**config.mk**
```make
export PLATFORM = sky130hd
export DESIGN_NAME = cnn_load_ctrl
export DESIGN_NICKNAME = d
export VERILOG_FILES = /design/src/rtl/cnn_load_ctrl.sv
export SDC_FILE = /design/constraint.sdc
export NUM_CORES = 1
export LEC_CHECK = 0
export CAP_MARGIN = 20
export CORE_ASPECT_RATIO = 1.1
export CORE_MARGIN = 2
export CORE_UTILIZATION = 30
export DETAILED_ROUTE_END_ITERATION = 16
export HOLD_SLACK_MARGIN = 0.03
export PLACE_DENSITY = 0.63
export SETUP_SLACK_MARGIN = 0.3
export SLEW_MARGIN = 20
export SYNTH_ARGS = -nofsm -noshare
export SYNTH_HDL_FRONTEND = slang
export SYNTH_SLANG_ARGS = --single-unit
```
**constraint.sdc**
```tcl
create_clock -name clk -period 1.99 [get_ports clk]
set_input_delay 0.597 -clock clk [delete_from_list [all_inputs] [get_ports clk]]
set_output_delay 0.597 -clock clk [all_outputs]
set_load 0.05 [all_outputs]
```
**src/rtl/cnn_load_ctrl.sv**
```systemverilog
// Avalon-MM sequencer: streams parameter then image bytes into the CNN RAM,
// starts the engine, waits for completion with a timeout and latches the result.
module cnn_load_ctrl #(
    parameter int ADDR_W  = 8,
    parameter int N_PARAM = 32,
    parameter int N_IMG   = 64,
    parameter int TIMEOUT = 4096
) (
    input  logic              clk,
    input  logic              reset,
    input  logic              chipselect,
    input  logic              write,
    input  logic              read,
    input  logic [1:0]        address,
    input  logic [7:0]        writedata,
    output logic [7:0]        readdata,
    output logic              irq,
    output logic              ram_we,
    output logic [ADDR_W-1:0] ram_addr,
    output logic [7:0]        ram_wdata,
    output logic              eng_start,
    input  logic              eng_done,
    input  logic [7:0]        eng_result
);

    localparam int TOTAL = N_PARAM + N_IMG;
    // ptr must be able to hold TOTAL itself and always expose 8 COUNT bits
    localparam int PTR_W = (ADDR_W + 1 > 8) ? ADDR_W + 1 : 8;
    localparam int TMR_W = $clog2(TIMEOUT) + 1;

    typedef enum logic [2:0] {
        S_IDLE,
        S_LOAD,
        S_START,
        S_RUN,
        S_DONE
    } state_t;

    state_t           state;
    logic [PTR_W-1:0] ptr;
    logic [TMR_W-1:0] timer;
    logic [7:0]       result;
    logic             err;
    logic             done;

    logic       wr_ctrl;
    logic       wr_data;
    logic       rd_result;
    logic       start_load;
    logic       abort;
    logic [7:0] status;

    always_comb begin
        wr_ctrl    = chipselect && write && (address == 2'd0);
        wr_data    = chipselect && write && (address == 2'd1);
        rd_result  = chipselect && read  && (address == 2'd2);
        abort      = wr_ctrl && writedata[1];
        start_load = wr_ctrl && writedata[0] && !writedata[1];
        status     = {4'b0000, err, done, (state == S_RUN), (state == S_LOAD)};
    end

    always_ff @(posedge clk) begin
        if (reset) begin
            state     <= S_IDLE;
            ptr       <= '0;
            timer     <= '0;
            result    <= '0;
            err       <= 1'b0;
            done      <= 1'b0;
            readdata  <= '0;
            irq       <= 1'b0;
            ram_we    <= 1'b0;
            ram_addr  <= '0;
            ram_wdata <= '0;
            eng_start <= 1'b0;
        end else begin
            ram_we    <= 1'b0;
            eng_start <= 1'b0;
            irq       <= done | err;

            if (chipselect && read) begin
                case (address)
                    2'd0: readdata <= status;
                    2'd1: readdata <= '0;
                    2'd2: readdata <= result;
                    2'd3: readdata <= ptr[7:0];
                endcase
            end

            if (abort) begin
                state <= S_IDLE;
                ptr   <= '0;
                done  <= 1'b0;
            end else begin
                case (state)
                    S_IDLE: begin
                        if (start_load) begin
                            state <= S_LOAD;
                            ptr   <= '0;
                            err   <= 1'b0;
                            done  <= 1'b0;
                        end else if (wr_data) begin
                            err <= 1'b1;
                        end
                    end
                    S_LOAD: begin
                        if (start_load) begin
                            ptr <= '0;
                            err <= 1'b0;
                        end else if (wr_data) begin
                            ram_we    <= 1'b1;
                            ram_addr  <= ptr[ADDR_W-1:0];
                            ram_wdata <= writedata;
                            ptr       <= ptr + PTR_W'(1);
                            if (ptr == PTR_W'(TOTAL - 1))
                                state <= S_START;
                        end
                    end
                    S_START: begin
                        eng_start <= 1'b1;
                        timer     <= '0;
                        state     <= S_RUN;
                        if (wr_data)
                            err <= 1'b1;
                    end
                    S_RUN: begin
                        // completion takes priority over a coincident timeout
                        if (eng_done) begin
                            result <= eng_result;
                            done   <= 1'b1;
                            state  <= S_DONE;
                        end else if (timer == TMR_W'(TIMEOUT - 1)) begin
                            err   <= 1'b1;
                            state <= S_IDLE;
                        end else begin
                            timer <= timer + TMR_W'(1);
                        end
                        if (wr_data)
                            err <= 1'b1;
                    end
                    S_DONE: begin
                        if (start_load) begin
                            state <= S_LOAD;
                            ptr   <= '0;
                            err   <= 1'b0;
                            done  <= 1'b0;
                        end else if (rd_result) begin
                            done  <= 1'b0;
                            state <= S_IDLE;
                        end else if (wr_data) begin
                            err <= 1'b1;
                        end
                    end
                    default: state <= S_IDLE;
                endcase
            end
        end
    end

endmodule

```
# --- Yosys cells after proc, flatten, opt, wreduce, memory -nomap -nowiden ---
# Cells that the tools add are included.
op_classes:
  n_reduce_logical: 25
  n_eq_ne: 24
  muxes: 32
  n_addsub: 2
  bitwise: 4
ops:
  columns: ["operator", "count"]
  rows:
  - ["8-bit one-hot mux with 4 select lines", 1]
  - ["9-bit 2-to-1 mux", 3]
  - ["13-bit 2-to-1 mux", 2]
  - ["13-bit one-hot mux with 2 select lines", 1]
  - ["3-bit 2-to-1 mux", 8]
  - ["9-bit one-hot mux with 2 select lines", 1]
  - ["3-bit one-hot mux with 5 select lines", 1]
  - ["2-bit != test, second input constant", 7]
  - ["13-bit by 1-bit adder with 13-bit output, second input constant", 1]
  - ["13-bit by 12-bit == test with 1-bit output, second input constant", 1]
  - ["1-bit 2-to-1 mux", 13]
  - ["3-bit != test, second input constant", 4]
  - ["4-bit AND reduction", 3]
  - ["6-bit AND reduction", 2]
  - ["9-bit by 1-bit adder with 9-bit output, second input constant", 1]
  - ["9-bit by 7-bit == test with 1-bit output, second input constant", 1]
  - ["1-bit logical AND", 8]
  - ["3-bit by 2-bit == test with 1-bit output, second input constant", 2]
  - ["3-bit by 2-bit != test with 1-bit output, second input constant", 2]
  - ["3-bit AND reduction", 2]
  - ["1-bit one-hot mux with 5 select lines", 1]
  - ["5-bit nonzero test", 1]
  - ["2-bit == test, second input constant", 2]
  - ["2-bit by 1-bit != test with 1-bit output, second input constant", 2]
  - ["13 further kinds", 17]
word_totals:
  register_bits: 62

# --- Logic depth before layout (Yosys ltp) ---
logic_depth:
  depth_word: 6
  depth_mapped: 8
  mapped_depth_nobuf: 6

# --- Worst setup path after synthesis ---
# OpenSTA, ideal clock, no wires.
synth_timing:
  path_type: "input to register"
  start: "in address[1]"
  end: "reg ptr[2]"
  cell_stages: 8
  setup_slack_ps: 94
  t_arrival_ps: 1776
  n_path_buf: 3
  cell_sequence: "buf_2 > and4b_1 > and2_1 > buf_2 > buf_4 > o211ai_1 > xor2_1 > nor2_1"
synth_via:
  elab_chain_len: 6
  word_cells_on_any_way: 13
  classes_between: "3 x eq/ne; 2 x mux; 8 x reduce/logical"
synth_rtl:
  columns: ["element", "line_no", "rtl"]
  rows:
  - ["from (decl)", "14", "input logic [1:0] address,"]
  - ["2-bit logical NOT", "54", "wr_ctrl = chipselect && write && (address == 2'd0);"]
  - ["1-bit logical AND", "54", null]
  - ["1-bit logical AND (2 in series)", "58", "start_load = wr_ctrl && writedata[0] && !writedata[1];"]
  - ["3-bit != test (no line) (tied with other cells)", null, null]
  - ["3-bit AND reduction (no line) / 9-bit one-hot mux with 2 select lines (equally long branches)", null, null]
  - ["to (signal assigned)", "114", "ptr <= ptr + PTR_W'(1);"]
  - ["to (decl)", "40", "logic [PTR_W-1:0] ptr;"]
# Several ways; a longest one is shown, not always the timed one.
# A chain may end at the register's enable or synchronous reset.

# --- Worst setup path after layout ---
layout_timing:
  start: "in read"
  end: "reg err"
layout_via:
  elab_chain_len: 4
layout_rtl:
  columns: ["element", "line_no", "rtl"]
  rows:
  - ["from (decl)", "13", "input logic read,"]
  - ["1-bit logical AND (2 in series)", "56", "rd_result = chipselect && read && (address == 2'd2);"]
  - ["3-bit != test (no line)", null, null]
  - ["6-bit AND reduction (no line)", null, null]
  - ["to (signal assigned)", "68", "err <= 1'b0;"]
  - ["to (signal assigned)", "100", "err <= 1'b0;"]
  - ["to (signal assigned)", "103", "err <= 1'b1;"]
  - ["to (decl)", "43", "logic err;"]
# Every way passes these cells.

==> results.md <==
* RSZ-0062 raised after global routing: yes
* Yosys top cell area share at 0.433
* Synth top cells by count: dfxtp_1 (62), nand2_1 (46), nor2_1 (37)
* Worst Tran Pin Value at just over 400 ps
* Post-route ant nets at 0
* Nature of the critical path endpoint: register
* Relative slew slack at 0.724
* Vias post-DR at 2754
* Netlist cell types at 57
* Number of synthesized flops with an enable pin at 0
* GP Congestion at between 0.7 and 0.8
* # clock sinks at 62
* Total GRT Usage at 0.157
* Most used cell, CP: nand4b_1
* P_leak at 0.00160 uW
* Detail Placement HPWL at between 5 and 6 mm
* Maximum clock frequency at slightly below 0.6 GHz
* Setup Viol. Count Final at 0
* Drt via density at ~5.0
* Syn-to-layout area delta at 44.1%
* FF/Latch Area at 0.00126 mm^2
* Fin crit share at 0.846
* Clock Tree Buf Depth at 2
* Area taken by multi-input logic gates at around 0.0017 mm^2
* Top Ports at between 50 and 60
* CP max FO at 2
* CP Data Required Time at between 2000 and 2500 ps
* Die Ht at about 110 um
* Std cell rows at 37
* Mapped Area at between 0.002 and 0.003 mm^2
* Slowest-stage cell, CP: clkdlybuf4s50_1
* Clock latency on the worst-skew pair at approximately 350 ps
* Starting Density at 0.308
* Synth area leaders: dfxtp_1 (43%), nand2_1 (6.0%), nor2_1 (4.8%)
* Power Density at 677 mW/mm^2
* Outcome: complete, no violations
* Share of cells above drive strength 1 at 0.352
* Yosys Warn Count at 0
* Clk slew on worst S/H paths at roughly 80 ps
* DR pass1 iterations at 4
* NumNets Final at 450
* Syn Inst Count at roughly 330
* CTS buffer count at 9
* Peak VDD IR at 372 uV
* Filler cells at approximately 890
* Final min period at around 1700 ps
* Worst min path class: register to register
* Hold Buf Count CTS at 0
* Grt ovf at 0
* Cells after DPL at 516
* Drt wl/cell at 14.2 um
* CTS Root Buffer Type: clkbuf_8
* DP Area at 0.00366 mm^2
* Fin Hold WS at around 440 ps
* CTS tree: done
* Setup tns final at 0 ps
* Crit-path cells: clkdlybuf4s50_1 -> and2_4 -> nand4b_1 -> nand4b_1 -> o31a_1 -> a311oi_2
* Vias in the first global route at 2744
* Async S/R FF share, synth at 0
* Slew Limit Fails at 0
* Register area share after synthesis at 0.433
* CP max stage delay at about 430 ps
* H-tree depth at 3
* Cell area after layout at approximately 0.0041 mm^2
* Core Util, Final at 0.444
* Diode count at 0
* Synth area leader: dfxtp_1
* Layout Skew at about 14 ps
* Core footprint at between 0.009 and 0.01 mm^2
* Chip width at just under 100 um
* Crit path DAT at ~2000 ps
* Die Area at roughly 0.010 mm^2
* Endpoints failing hold at 0
* Initial DRC Count at around 180
* First-pass GRT wire length at 13.2 mm
* Mean Syn Cell Area at about 8.7 um^2
* Largest net degree at the start of global routing at 26
* Routed wire length at slightly below 8 mm
* Max-Cap Viols at 0
* Initial antenna violation count at 0
* Top-count cell post-synth: dfxtp_1
* Nature of the critical path startpoint: input port
* Number of synthesized register bits at 62
* Fin cells at 546
* Synth Net Count at roughly 360
* Number of port buffers at 50
* Top FF cell, synth: dfxtp_1
* # DRC at 0
* Critical path start-end classification: input port to register
[metrics by stage]
stage,setup slack [ps],total power [uW]
2_1_floorplan,224,1450
3_3_place_gp,-365,1580
3_5_place_dp,-407,1580
4_1_cts,289,2810
5_1_grt,234,2900
6_report,306,2790
[worst max-delay path, delay by kind of cell]
family                 cells  cell delay [ps]
AO/OA/AOI/OAI              2              510
buffers and inverters      1              430
AND/OR/NAND/NOR            3              430
[worst paths after layout]
path                                       startpoint               endpoint  slack [ps]  cells after the start
worst max-delay path                             read       err$_SDFFE_PP0P_         310                      6
worst min-delay path            state[2]$_SDFFE_PP0P_  state[1]$_SDFFE_PP0P_         440                      1
worst max register to register  timer[1]$_SDFFE_PP0P_  timer[6]$_SDFFE_PP0P_         320                      7
worst min register to register  state[2]$_SDFFE_PP0P_  state[1]$_SDFFE_PP0P_         440                      1
[metal layers]
| layer | vias up | wire, um | track usage |
|---|---|---|---|
| met4 | 0 | 172 | 0.0704 |
| met1 | 1294 | 3440 | 0.187 |
| li1 | 1380 | - | - |
| met3 | 17 | 395 | 0.0408 |
| met2 | 63 | 3770 | 0.265 |
| met5 | - | 0 | 0 |
[placed cells by master, fill, tap and decap left out, types with 6 or more instances in the layout]
master,count
clkdlybuf4s50_1,16
dfxtp_1,48
mux2i_1,9
dfxtp_2,12
o21ai_1,6
nand2_1,46
xor2_1,7
mux2_2,8
a31oi_1,8
nand3_1,7
buf_4,70
a21oi_1,21
clkbuf_8,9
nor3_1,9
nor2_1,35
[logic make-up after synthesis]
kind of cell	after synthesis	synth area share
xor gates and xnor gates	7	0.0214
DFF	62	0.433
buffers and inverters	23	0.0367
adders and majority gates	2	0.00874
and+or+nand+nor	144	0.262
AOI/OAI and AO/OA	75	0.172
muxes	18	0.0664
[layout make-up]
type,instances,area share
Clock buffer,10,0.0309
Clock inverter,6,0.0209
Inverter,6,0.00546
Multi-Input combinational cell,246,0.401
Sequential cell,62,0.306
Tap cell,117,0.0355
Timing Repair Buffer,99,0.200
[flip-flops by register name (all words and copies together), names as in the netlist, 3 cells and up]
name	flops
timer	13
ram_addr	8
result	8
ram_wdata	8
ptr	9
state	3
readdata	8
[power by group]
part / switching (uW) / total [uW] / internal [uW]
clock network: 522 / 1220 / 703
registers: 13.1 / 1270 / 1260
logic: 157 / 301 / 144
[what timing repair did]
| action | CTS | global route |
|---|---|---|
| resized for setup | 30 | 37 |
| pin swaps | 8 | 12 |
| setup endpoints to repair | 59 | 39 |
| buffers inserted | 8 | 6 |
| endpoints found under the hold margin | 0 | 0 |
No activity file was read; power rests on OpenSTA's default activity.
